[config.mk]
export PLATFORM = sky130hd
export DESIGN_NAME = uart_result_tx
export DESIGN_NICKNAME = d
export VERILOG_FILES = /design/src/rtl/uart_pkg.sv /design/src/rtl/uart_tx_serializer.sv /design/src/rtl/uart_result_tx.sv
export SDC_FILE = /design/constraint.sdc
export NUM_CORES = 1
export LEC_CHECK = 0
export ABC_AREA = 1
export BUFFER_PORTS_ARGS = -buffer_cell sky130_fd_sc_hd__buf_2
export CELL_PAD_IN_SITES_DETAIL_PLACEMENT = 1
export CELL_PAD_IN_SITES_GLOBAL_PLACEMENT = 1
export CORE_ASPECT_RATIO = 1.4
export CORE_MARGIN = 10
export CORE_UTILIZATION = 37
export DETAILED_ROUTE_END_ITERATION = 12
export PLACE_DENSITY_LB_ADDON = 0.2
export SLEW_MARGIN = 20
export SYNTH_ARGS = -nofsm -noshare
export SYNTH_HDL_FRONTEND = slang
export SYNTH_SLANG_ARGS = --single-unit
[constraint.sdc]
create_clock -name clock -period 1.6 [get_ports clock]
set_clock_uncertainty 0.05 [all_clocks]
set_input_delay 0.08 -clock clock [delete_from_list [all_inputs] [get_ports clock]]
set_output_delay 0.08 -clock clock [all_outputs]
set_load 0.01 [all_outputs]
[src/rtl/uart_pkg.sv]
// Shared UART definitions for the FPGA host link (TX and RX paths).
// UART_TX_PARITY_EN adds the S_PARITY serializer state for even-parity frames.
package uart_pkg;

    localparam int unsigned UART_CLKS_PER_BIT = 868;
    localparam int unsigned UART_DATA_W       = 8;

    typedef enum logic [2:0] {
        S_IDLE,
        S_START,
        S_DATA,
`ifdef UART_TX_PARITY_EN
        S_PARITY,
`endif
        S_STOP
    } ser_state_t;

    typedef enum logic [2:0] {
        IDLE,
        ADDR,
        WAIT,
        LOAD,
        SEND,
        DONE
    } ctrl_state_t;

    function automatic logic even_parity(input logic [UART_DATA_W-1:0] d);
        return ^d;
    endfunction

endpackage

[src/rtl/uart_tx_serializer.sv]
// UART frame serializer: start bit, 8 data bits LSB first, optional even parity
// (UART_TX_PARITY_EN), stop bit; every bit lasts CLKS_PER_BIT clocks.
module uart_tx_serializer
    import uart_pkg::*;
#(
    parameter int unsigned CLKS_PER_BIT = UART_CLKS_PER_BIT
) (
    input  logic                   clock,
    input  logic                   reset,
    input  logic                   tx_load,
    input  logic [UART_DATA_W-1:0] tx_byte,
    output logic                   tx_pin_out,
    output logic                   tx_active,
    output logic                   tx_frame_done
);

    localparam int unsigned     CNT_W    = $clog2(CLKS_PER_BIT);
    localparam logic [CNT_W-1:0] CNT_LAST = CNT_W'(CLKS_PER_BIT - 1);

    ser_state_t             state_q, state_d;
    logic [CNT_W-1:0]       cnt_q, cnt_d;
    logic [2:0]             idx_q, idx_d;
    logic [UART_DATA_W-1:0] shift_q, shift_d;
    logic                   pin_q, pin_d;
    logic                   done_q, done_d;
`ifdef UART_TX_PARITY_EN
    logic                   parity_q, parity_d;
`endif
    logic                   bit_end;

    assign bit_end = (cnt_q == CNT_LAST);

    // The line level is registered from the current state, so the pin trails the
    // state by one clock; done_q is registered too and lines up with the pin's last stop cycle.
    always_comb begin
        state_d = state_q;
        cnt_d   = bit_end ? '0 : cnt_q + 1'b1;
        idx_d   = idx_q;
        shift_d = shift_q;
        pin_d   = 1'b1;
        done_d  = 1'b0;
`ifdef UART_TX_PARITY_EN
        parity_d = parity_q;
`endif
        case (state_q)
            S_IDLE: begin
                cnt_d = '0;
                if (tx_load) begin
                    state_d = S_START;
                    shift_d = tx_byte;
`ifdef UART_TX_PARITY_EN
                    parity_d = even_parity(tx_byte);
`endif
                end
            end
            S_START: begin
                pin_d = 1'b0;
                if (bit_end) begin
                    state_d = S_DATA;
                    idx_d   = '0;
                end
            end
            S_DATA: begin
                pin_d = shift_q[0];
                if (bit_end) begin
                    shift_d = shift_q >> 1;
                    if (idx_q == 3'd7) begin
`ifdef UART_TX_PARITY_EN
                        state_d = S_PARITY;
`else
                        state_d = S_STOP;
`endif
                    end else begin
                        idx_d = idx_q + 3'd1;
                    end
                end
            end
`ifdef UART_TX_PARITY_EN
            S_PARITY: begin
                pin_d = parity_q;
                if (bit_end) state_d = S_STOP;
            end
`endif
            S_STOP: begin
                pin_d = 1'b1;
                if (bit_end) begin
                    state_d = S_IDLE;
                    done_d  = 1'b1;
                end
            end
            default: begin
                state_d = S_IDLE;
                cnt_d   = '0;
            end
        endcase
    end

    always_ff @(posedge clock) begin
        if (reset) begin
            state_q  <= S_IDLE;
            cnt_q    <= '0;
            idx_q    <= '0;
            shift_q  <= '0;
            pin_q    <= 1'b1;
            done_q   <= 1'b0;
`ifdef UART_TX_PARITY_EN
            parity_q <= 1'b0;
`endif
        end else begin
            state_q  <= state_d;
            cnt_q    <= cnt_d;
            idx_q    <= idx_d;
            shift_q  <= shift_d;
            pin_q    <= pin_d;
            done_q   <= done_d;
`ifdef UART_TX_PARITY_EN
            parity_q <= parity_d;
`endif
        end
    end

    assign tx_pin_out    = pin_q;
    assign tx_frame_done = done_q;
    assign tx_active     = (state_q != S_IDLE) || done_q;

endmodule

[src/rtl/uart_result_tx.sv]
// Reads NUM_BYTES result bytes from BRAM (2-cycle latency) and sends them as UART
// frames, then pulses send_done. UART_TX_PARITY_EN selects 8E1 frames in the serializer.
module uart_result_tx
    import uart_pkg::*;
#(
    parameter int unsigned CLKS_PER_BIT = UART_CLKS_PER_BIT,
    parameter int unsigned NUM_BYTES    = 10,
    parameter int unsigned ADDR_W       = 10
) (
    input  logic                   clock,
    input  logic                   reset,
    input  logic                   start,
    output logic [ADDR_W-1:0]      result_read_addr,
    input  logic [UART_DATA_W-1:0] result_data_in,
    output logic                   tx_pin_out,
    output logic                   busy,
    output logic                   send_done
);

    localparam logic [ADDR_W-1:0] LAST_ADDR = ADDR_W'(NUM_BYTES - 1);

    ctrl_state_t       state_q, state_d;
    logic [ADDR_W-1:0] addr_q, addr_d;
    logic              tx_load;
    logic              tx_active;
    logic              tx_frame_done;

    always_comb begin
        state_d = state_q;
        addr_d  = addr_q;
        tx_load = 1'b0;
        case (state_q)
            IDLE: begin
                if (start) begin
                    state_d = ADDR;
                    addr_d  = '0;
                end
            end
            ADDR: state_d = WAIT;
            WAIT: state_d = LOAD;
            LOAD: begin
                // The serializer is always idle here; the guard only protects the shift register.
                if (!tx_active) begin
                    tx_load = 1'b1;
                    state_d = SEND;
                end
            end
            SEND: begin
                if (tx_frame_done) begin
                    if (addr_q == LAST_ADDR) begin
                        state_d = DONE;
                        addr_d  = '0;
                    end else begin
                        state_d = ADDR;
                        addr_d  = addr_q + 1'b1;
                    end
                end
            end
            DONE: begin
                state_d = IDLE;
                addr_d  = '0;
            end
            default: begin
                state_d = IDLE;
                addr_d  = '0;
            end
        endcase
    end

    always_ff @(posedge clock) begin
        if (reset) begin
            state_q <= IDLE;
            addr_q  <= '0;
        end else begin
            state_q <= state_d;
            addr_q  <= addr_d;
        end
    end

    assign result_read_addr = addr_q;
    assign busy             = (state_q != IDLE) && (state_q != DONE);
    assign send_done        = (state_q == DONE);

    uart_tx_serializer #(
        .CLKS_PER_BIT(CLKS_PER_BIT)
    ) u_serializer (
        .clock        (clock),
        .reset        (reset),
        .tx_load      (tx_load),
        .tx_byte      (result_data_in),
        .tx_pin_out   (tx_pin_out),
        .tx_active    (tx_active),
        .tx_frame_done(tx_frame_done)
    );

endmodule

==> results of run 1 <==
metrics by stage:
stage / area [µm²] / total power [W]
after global placement: 2390 / 0.00297
after floorplan: 2140 / 0.00260
after global routing: 2630 / 0.00435
after detailed placement: 2390 / 0.00303
after CTS: 2530 / 0.00393
final: 2630 / 0.00402
report_power, final:
group / internal (W) / switching (W)
logic: 0.000805 / 0.00122
clock network: 0.000435 / 0.000349
registers: 0.00110 / 0.000118
state kept, by name, indices dropped and copies added (netlist names):
name / flops
u_serializer.tx_pin_out: 1
u_serializer.state_q: 2
u_serializer.cnt_q: 10
state_q: 3
result_read_addr: 10
u_serializer.idx_q: 3
u_serializer.shift_q: 8
u_serializer.tx_frame_done: 1
logic make-up after synthesis:
group,after synthesis
AND/OR/NAND/NOR,161
adder cells (fa/ha/maj),10
flip-flops,38
AO/OA/AOI/OAI,40
buffers and inverters,53
multiplexers,7
XOR/XNOR,2
final timing paths:
kind,from,endpoint
hold / removal,reset,u_serializer.idx_q[1]$_SDFFE_PP0P_
setup reg to reg,u_serializer.idx_q[0]$_SDFFE_PP0P_,u_serializer.state_q[0]$_SDFFE_PP0P_
hold reg to reg,u_serializer.cnt_q[0]$_SDFF_PP0_,u_serializer.cnt_q[0]$_SDFF_PP0_
setup / recovery,u_serializer.idx_q[0]$_SDFFE_PP0P_,u_serializer.state_q[0]$_SDFFE_PP0P_
placed cells by master, fill, tap and decap left out, types with 2 or more instances in the layout:
master	count
inv_2	4
dfxtp_2	4
nand3_1	30
nor3_1	3
nor2_4	2
buf_4	15
buf_2	23
a21oi_1	22
o21ai_0	6
inv_1	41
clkbuf_8	8
ha_1	5
nand2_1	58
dfxtp_1	34
mux2i_1	7
nor2_1	45
nor2_2	4
ha_2	4
nand4_1	6
nand3_2	3
o21ai_1	4
nand2_2	6
per-layer routing:
layer	wire, µm	vias to the layer above
met4	114	0
li1	-	1072
met5	0	-
met2	3050	26
met3	211	8
met1	2160	987
worst max-delay path, cell delays in order (launching register included):
cell and delay, ns:
dfxtp_2 0.34, ha_2 0.18, ha_2 0.16, or2_1 0.24
a21boi_2 0.20, a21oi_1 0.16, nor2_1 0.06
what timing repair did:
action                     in CTS  in global routing
cloned                          0                  1
gates resized for setup         4                 24
pin swaps                       1                  7
setup endpoints to repair      13                 22
hold buffers                    1                  0
setup buffers                   1                  2
hold endpoints to repair        1                  0
layout make-up:
cell class              count  area (µm²)  share of cell area
clock buffers               8         110              0.0419
multi-input cells         221        1230               0.470
repair buffers             40         258              0.0981
inverters                  46         173              0.0657
well taps                  68        85.1              0.0324
flip-flops and latches     38         766               0.292
==> impl_metrics.yaml, run 1 <==
finish:
  fin_util: 0.472
  layout.cells.non_filler: 421
  layout-drive-gt1-share: 0.235
  fillers: 749
  fin_nets: 373
  antenna_cells: 0
  area.growth.synth_to_final_pct: 22.8
floorplan:
  num_rows: 32
  ios: 24
  die_x_um: 84.3
  initial_core_util: 0.384
  core_area_um2: 5570
  dieArea_um2: 9260
  fp.dieH_um: 110
global_route:
  gr-usage-met1: 0.120
  grt_use_total: 0.121
  globalRoute.busiestLayer: "met2"
  grt-ovfl-total: 0
  grt_max_degree: 18
  grt_pass1_wl_um: 9410
  grt_pass1_vias: 2140
  gr-usage-met2: 0.234
  antenna_found_initial: 0
  use_met3: 0.0274
worst_hold_path:
  min_path_cells: 2
  hold_path_class: "input pin to flop"
timing:
  relSlewSlack: 0.810
  worst_slack_ns: 0.0953
  hold_slack_ns: 0.0683
  timing.final.crit_share: 0.940
  max_freq_mhz: 665
  fin_setup_tns_ns: 0
  final_max_slew_viol_count: 0
  period_minus_slack_ns: 1.50
  finalSetupViolations: 0
  worst_slew_pin_slew_ns: 0.284
  hold_viol_final: 0
worst_setup_path:
  cp_max_fo: 4
  critPathKind: "flop to flop"
  cp.arrival_ns: 1.65
  crit_required_ns: 1.74
  rrSetupSlack_ns: 0.1
  reg2regPathDepth: 6
  start_kind: "flop"
  end_kind: "flop"
yosys:
  synthArstFlopShare: 0
  syn-cell-area_um2: 2140
  synthXorXnorAreaFrac: 0.00819
  synth_top_family_by_area: "simple AND/OR/NAND/NOR gates"
  ys_ff_latch: 38
  synth_simple_gate_area_frac: 0.336
  ys_warn_count: 0
  synth_area_leaders: "dfxtp_1, nand2_1, nor2_1, inv_1, nand3_1"
  synth.most_common_cell: "nand2_1"
  synthMuxAreaShare: 0.0328
  synth-edff-count: 0
  synth_top_cell_by_area: "dfxtp_1"
  synth_top_area_share: 0.356
  synth_ff_type: "dfxtp_1"
  synth_compound_area_frac: 0.105
  synthCells: 311
  synth.avg_cell_area_um2: 6.88
  synth_common_cells: "nand2_1, nor2_1, inv_1, dfxtp_1, nand3_1"
  synth_fa_ha_area_frac: 0.0585
  synth.distinct_cells: 32
  synth-seq-area-share: 0.356
  syn_nets: 332
cts:
  path_clk_slew_ns: 0.08
  htreeDepth: 2
  cts-root-buf: "clkbuf_8"
  cts-buffers-inserted: 5
  cts_sinks: 38
  cts_tree: "yes"
  clkLatencyLatePin_ns: 0.30
  clockBufferDepth: 2
placement:
  gp_congestion: 0.826
  dp_cells: 408
  dp_slack_ns: -0.0356
  portBuffers: 23
  dpl.hpwl_um: 4310
pwr:
  power_density_nw_per_um2: 1530
  leakage_nw: 1.16
  ir_worst_vdd_mv: 0.593
drt:
  drcViolationCount: 0
  drt-initial-drc-count: 41
  viasPerCell: 4.97
  dr.pass1.iters: 4
  wire_per_inst_um: 13.1
  ant_nets: 0
  drt_wl_total_um: 5530
  vias: 2093
run_status:
  status: "finished clean"
flow_run:
  drv_cap: 0
(Power assumes the default switching activity.)
==> run 2, diff against run 1 <==
--- a/config.mk
+++ b/config.mk
@@ -5,13 +5,14 @@
 export SDC_FILE = /design/constraint.sdc
 export NUM_CORES = 1
 export LEC_CHECK = 0
-export ABC_AREA = 1
+export ABC_AREA = 0
 export BUFFER_PORTS_ARGS = -buffer_cell sky130_fd_sc_hd__buf_2
 export CELL_PAD_IN_SITES_DETAIL_PLACEMENT = 1
 export CELL_PAD_IN_SITES_GLOBAL_PLACEMENT = 1
 export CORE_ASPECT_RATIO = 1.4
 export CORE_MARGIN = 10
-export CORE_UTILIZATION = 37
+export CORE_UTILIZATION = 41
+export CTS_BUF_LIST = sky130_fd_sc_hd__clkbuf_8
 export DETAILED_ROUTE_END_ITERATION = 12
 export PLACE_DENSITY_LB_ADDON = 0.2
 export SLEW_MARGIN = 20
==> run 2 against run 1 <==
Against the previous run:
- the run now ends with setup timing left
- sequential share of layout area down 2.2 points
- cell area rose by 8.9%
- setup slack worse by 0.40 ns
- critical path type unchanged
- die area is 14% lower
- highest routed layer unchanged
- synthesized cell count is 30% lower
- power is 25% lower
- sequential power shrank 6%
- non-clock buffer count grew 37
- core utilization rose by 15 points
- largest cell class unchanged
- maximum frequency shrank 21%
==> impl_metrics.yaml, run 2 <==
global_route:
  grt-ovfl-total: 0
  antenna_found_initial: 0
  grt_pass1_wl_um: 9250
  grt_use_total: 0.142
  grt_max_degree: 18
  grt_pass1_vias: 1994
worst_hold_path:
  hold_path_class: "input pin to flop"
yosys:
  synth.most_common_cell: "dfxtp_1"
  synth.avg_cell_area_um2: 8.98
  syn_nets: 239
  synth-seq-area-share: 0.389
  synth_area_leaders: "dfxtp_1, ha_1, mux2i_1, xor2_1, nor2_1"
  syn-cell-area_um2: 1960
  ys_ff_latch: 38
  ys_warn_count: 0
  synthMuxAreaShare: 0.0460
  synth-edff-count: 0
  synth_compound_area_frac: 0.170
  synth_top_cell_by_area: "dfxtp_1"
  synth_simple_gate_area_frac: 0.237
  synthXorXnorAreaFrac: 0.0582
  synth_top_family_by_area: "simple AND/OR/NAND/NOR gates"
  synth_common_cells: "dfxtp_1, nor2_1, a21oi_1, nand2_1"
  synth.distinct_cells: 47
  synthCells: 218
  synth_top_area_share: 0.389
  synthArstFlopShare: 0
  synth_ff_type: "dfxtp_1"
  synth_fa_ha_area_frac: 0.0639
placement:
  dpl.hpwl_um: 4080
  gp_congestion: 0.739
  portBuffers: 23
  dp_slack_ns: -0.267
  place_area_um2: 2510
cts:
  path_clk_slew_ns: 0.08
  htreeDepth: 2
  cts_tree: "yes"
  cts_sinks: 38
  cts-buffers-inserted: 5
  clkLatencyLatePin_ns: 0.30
  cts-root-buf: "clkbuf_8"
  clockBufferDepth: 2
drt:
  ant_nets: 0
  drcViolationCount: 0
  drt_wl_total_um: 7010
  drt-initial-drc-count: 100
  vias: 1974
  dr.pass1.iters: 4
  wire_per_inst_um: 19.7
  viasPerCell: 5.56
timing:
  period_minus_slack_ns: 1.91
  relSlewSlack: 0.687
  finalSetupViolations: 34
  timing.final.crit_share: 1.19
  worst_slew_pin_slew_ns: 0.469
  final_max_slew_viol_count: 0
  worst_slack_ns: -0.309
  fin_setup_tns_ns: -4.56
  hold_viol_final: 0
  max_freq_mhz: 524
  rsz0062_at_grt: "yes"
  hold_slack_ns: 0.0700
finish:
  layout-drive-gt1-share: 0.451
  layout_common_cells: "buf_4, dfxtp_1, buf_2"
  final_common_cell: "buf_4"
  fin_nets: 314
  fin_util: 0.625
  stdcell_area_um2: 2860
  antenna_cells: 0
  area.growth.synth_to_final_pct: 46.1
floorplan:
  ios: 24
  die_x_um: 78.4
  dieArea_um2: 7980
  initial_core_util: 0.428
  num_rows: 29
  core_area_um2: 4570
  fp.dieH_um: 102
pwr:
  leakage_nw: 1.16
  power_density_nw_per_um2: 1050
  ir_worst_vdd_mv: 0.710
worst_setup_path:
  cp_max_fo: 3
  crit_required_ns: 1.78
  critPathKind: "flop to flop"
  start_kind: "flop"
  end_kind: "flop"
  cp.arrival_ns: 2.09
run_status:
  violations: "setup timing"
  status: "finished, violations left"
flow_run:
  drv_cap: 0
[run 2: cell count changes in the layout (fill, tap and decap cells not counted), sizes merged, moves of 8 or more]
cell   delta
a21oi     -8
buf      +38
inv      -39
nand2    -53
nand3    -29
nor2     -29
xor2      +9
[run 2: power by group]
group	internal (W)	leakage [nW]	total, W	switching, W
combinational	0.000480	0.790	0.00100	0.000524
sequential	0.00105	0.312	0.00114	0.0000899
clock	0.000499	0.0573	0.000858	0.000359
[run 2: worst max-delay path: stages, from the launching register on]
cell	delay [ns]
dfxtp_2	0.33
or4b_4	0.56
or3_4	0.35
or4_4	0.42
a21oi_2	0.14
[run 2: per-stage QoR]
stage / power, W / cells
2_1_floorplan: 0.00159 / 218
3_3_place_gp: 0.00189 / 341
3_5_place_dp: 0.00192 / 341
4_1_cts: 0.00283 / 347
5_1_grt: 0.00314 / 355
6_report: 0.00300 / 355
[run 2: path summary, 6_finish.rpt]
kind / start / endpoint / slack (ns) / cells after the start
max reg2reg: u_serializer.cnt_q[3]$_SDFF_PP0_ / u_serializer.idx_q[0]$_SDFFE_PP0P_ / -0.31 / 4
max: u_serializer.cnt_q[3]$_SDFF_PP0_ / u_serializer.idx_q[0]$_SDFFE_PP0P_ / -0.31 / 4
min: result_data_in[7] / u_serializer.shift_q[7]$_SDFFE_PP0P_ / 0.07 / 3
min reg2reg: u_serializer.idx_q[1]$_SDFFE_PP0P_ / u_serializer.idx_q[1]$_SDFFE_PP0P_ / 0.43 / 2
[run 2: final cells by class]
type | instances | area [µm²]
inverters | 6 | 22.5
clock inverters | 1 | 30.0
well taps | 62 | 77.6
flip-flops and latches | 38 | 772
clock buffers | 6 | 82.6
repair buffers | 77 | 556
multi-input cells | 165 | 1320
fillers | 533 | 1710
[run 2: kinds of logic (layout without fill, tap and decap cells)]
kind of cell | after synthesis | after routing
simple gates | 83 | 83
fa+ha+maj | 10 | 10
compound gates | 50 | 50
flops | 38 | 38
xor+xnor | 13 | 13
mux | 9 | 9
buf+inv | 15 | 90
[run 2: layer usage]
layer / GRT usage / vias to the layer above / share of wire
li1: - / 931 / -
met1: 0.145 / 986 / 0.39
met2: 0.267 / 42 / 0.55
met3: 0.0381 / 15 / 0.034
met4: 0.0567 / 0 / 0.026
met5: 0 / - / 0
[run 2: timing repair]
action | in CTS | in global routing
pin swaps | 15 | 12
setup buffers | 0 | 9
setup endpoints to repair | 25 | 36
gates resized for setup | 19 | 31
hold buffers | 0 | 0
==> run 3, diff against run 2 <==
--- a/config.mk
+++ b/config.mk
@@ -6,7 +6,7 @@
 export NUM_CORES = 1
 export LEC_CHECK = 0
 export ABC_AREA = 0
-export BUFFER_PORTS_ARGS = -buffer_cell sky130_fd_sc_hd__buf_2
+export BUFFER_PORTS_ARGS = -buffer_cell sky130_fd_sc_hd__clkbuf_2
 export CELL_PAD_IN_SITES_DETAIL_PLACEMENT = 1
 export CELL_PAD_IN_SITES_GLOBAL_PLACEMENT = 1
 export CORE_ASPECT_RATIO = 1.4
==> run 3 against run 2 <==
Against the previous run:
- the flow still finishes with violations (setup timing)
- via count decreased by 1.2%
- sequential cell count unchanged
- cell area increased by 1.4%
- routed wire length increased by 3.4%
- clock power decreased by 17%
- maximum frequency increased by 0.49%
==> impl_metrics.yaml, run 3 (synthesis gave the netlist of run 2 again) <==
placement:
  place_area_um2: 2500
  portBuffers: 23
  dpl.hpwl_um: 4050
  gp_congestion: 0.792
pwr:
  seq_power_share: 0.386
  leakage_nw: 1.16
  p_sw_w: 0.00101
  switching_share: 0.344
  power_density_nw_per_um2: 1010
  p_int_w: 0.00193
  p_clk_frac: 0.243
  ir_worst_vdd_mv: 0.615
  power_frac_comb: 0.371
worst_setup_path:
  cp_max_fo: 4
  r2r_end: "u_serializer.idx_q[2]$_SDFFE_PP0P_"
  crit_required_ns: 1.73
  reg2regPathDepth: 5
  rrSetupSlack_ns: -0.30
  critPathKind: "flop to flop"
  cp.arrival_ns: 2.02
  r2r-start: "u_serializer.cnt_q[4]$_SDFF_PP0_"
  end_kind: "flop"
  start_kind: "flop"
timing:
  max_freq_mhz: 527
  hold_viol_final: 0
  relSlewSlack: 0.726
  finalSetupViolations: 32
  worst_slack_ns: -0.299
  period_minus_slack_ns: 1.90
  fin_setup_tns_ns: -4.58
  rsz0062_at_grt: "yes"
  final_max_slew_viol_count: 0
  worst_slew_pin_slew_ns: 0.407
  timing.final.crit_share: 1.19
finish:
  layout_common_cells: "buf_4, dfxtp_1, clkbuf_2"
  final_common_cell: "buf_4"
  layout-drive-gt1-share: 0.480
  antenna_cells: 0
  stdcell_area_um2: 2900
  multi_input_area_um2: 1350
  seqCellArea_um2: 776
  area.growth.synth_to_final_pct: 48.2
  fin_nets: 316
  fillers: 527
floorplan:
  die_x_um: 78.4
  fp.dieH_um: 102
  core_area_um2: 4570
  num_rows: 29
  initial_core_util: 0.428
  dieArea_um2: 7980
  ios: 24
drt:
  ant_nets: 0
  wire_per_inst_um: 20.3
  wl_met2_um: 3890
  highest_layer: "met4"
  viasPerCell: 5.45
  drt-initial-drc-count: 127
  dr.pass1.iters: 4
  wl_met3_um: 256
  drt_wl_total_um: 7250
  vias: 1951
  drcViolationCount: 0
  wl_met1_um: 2910
cts:
  cts-root-buf: "clkbuf_8"
  htreeDepth: 2
  cts_sinks: 38
  path_clk_slew_ns: 0.08
  clockBufferDepth: 2
  cts-buffers-inserted: 5
  ctsHoldBuffers: 0
  cts_tree: "yes"
  clkLatencyLatePin_ns: 0.31
global_route:
  grt_pass1_wl_um: 9670
  antenna_found_initial: 0
  grt_use_total: 0.145
  grt_pass1_vias: 2016
  grt_max_degree: 16
  grt-ovfl-total: 0
worst_hold_path:
  min_path_cells: 3
  min_from: "result_data_in[7]"
  hold_path_class: "input pin to flop"
  holdPathEnd: "u_serializer.shift_q[7]$_SDFFE_PP0P_"
run_status:
  status: "finished, violations left"
  violations: "setup timing"
flow_run:
  drv_cap: 0
-- run 3: final cells by class --
cell class / count / area share
clock inverters: 2 / 0.00431
flip-flops and latches: 38 / 0.267
inverters: 6 / 0.00777
repair buffers: 79 / 0.199
well taps: 62 / 0.0267
multi-input cells: 165 / 0.466
clock buffers: 6 / 0.0285
-- run 3: what timing repair did --
| item | CTS | global route |
|---|---|---|
| cloned | 0 | 0 |
| endpoints found under the setup margin | 35 | 36 |
| buffers inserted | 2 | 6 |
| pin swaps | 11 | 21 |
| gates resized for setup | 20 | 43 |
-- run 3: per-stage QoR --
stage                     total power [W]  utilization  cells  setup slack (ns)  hold WS, ns
after global routing              0.00309        0.634    358            -0.356       0.0196
after global placement            0.00187        0.548    342            -0.240        0.333
after floorplan                   0.00159            -    218            -0.257        0.187
after detailed placement          0.00190        0.548    342            -0.264        0.353
final                             0.00294        0.634    358            -0.299       0.0270
after CTS                         0.00275        0.588    352            -0.267       0.0385
-- run 3: per-layer routing --
layer,vias to the layer above,GRT usage
met3,20,0.0408
li1,941,-
met1,954,0.163
met4,0,0.0581
met5,-,0
met2,36,0.252
-- run 3: power by group through the flow --
stage / Combinational [W] / Sequential, W / Clock (W)
after floorplan: 0.000478 / 0.00111 / 0
after global routing: 0.00116 / 0.00115 / 0.000787
after CTS: 0.000915 / 0.00112 / 0.000713
after global placement: 0.000744 / 0.00112 / 0
after detailed placement: 0.000767 / 0.00113 / 0
final: 0.00109 / 0.00113 / 0.000715
-- run 3: critical path: stages, from the launching register on --
cell     delay (ns)
dfxtp_2        0.32
or4b_4         0.57
or3_4          0.35
buf_4          0.16
o21ai_1        0.21
a21oi_1        0.12
-- run 3: worst max-delay path by stage --
stage                     cells after the start  slack (ns)                                  from                              endpoint
after floorplan                               4       -0.26      u_serializer.cnt_q[3]$_SDFF_PP0_    u_serializer.idx_q[0]$_SDFFE_PP0P_
after global placement                        4       -0.24      u_serializer.cnt_q[3]$_SDFF_PP0_    u_serializer.idx_q[0]$_SDFFE_PP0P_
after detailed placement                      4       -0.26      u_serializer.cnt_q[3]$_SDFF_PP0_    u_serializer.idx_q[0]$_SDFFE_PP0P_
after CTS                                     4       -0.27      u_serializer.cnt_q[4]$_SDFF_PP0_    u_serializer.idx_q[0]$_SDFFE_PP0P_
after global routing                          7       -0.36  u_serializer.state_q[1]$_SDFFE_PP0P_  u_serializer.shift_q[5]$_SDFFE_PP0P_
final                                         5       -0.30      u_serializer.cnt_q[4]$_SDFF_PP0_    u_serializer.idx_q[2]$_SDFFE_PP0P_
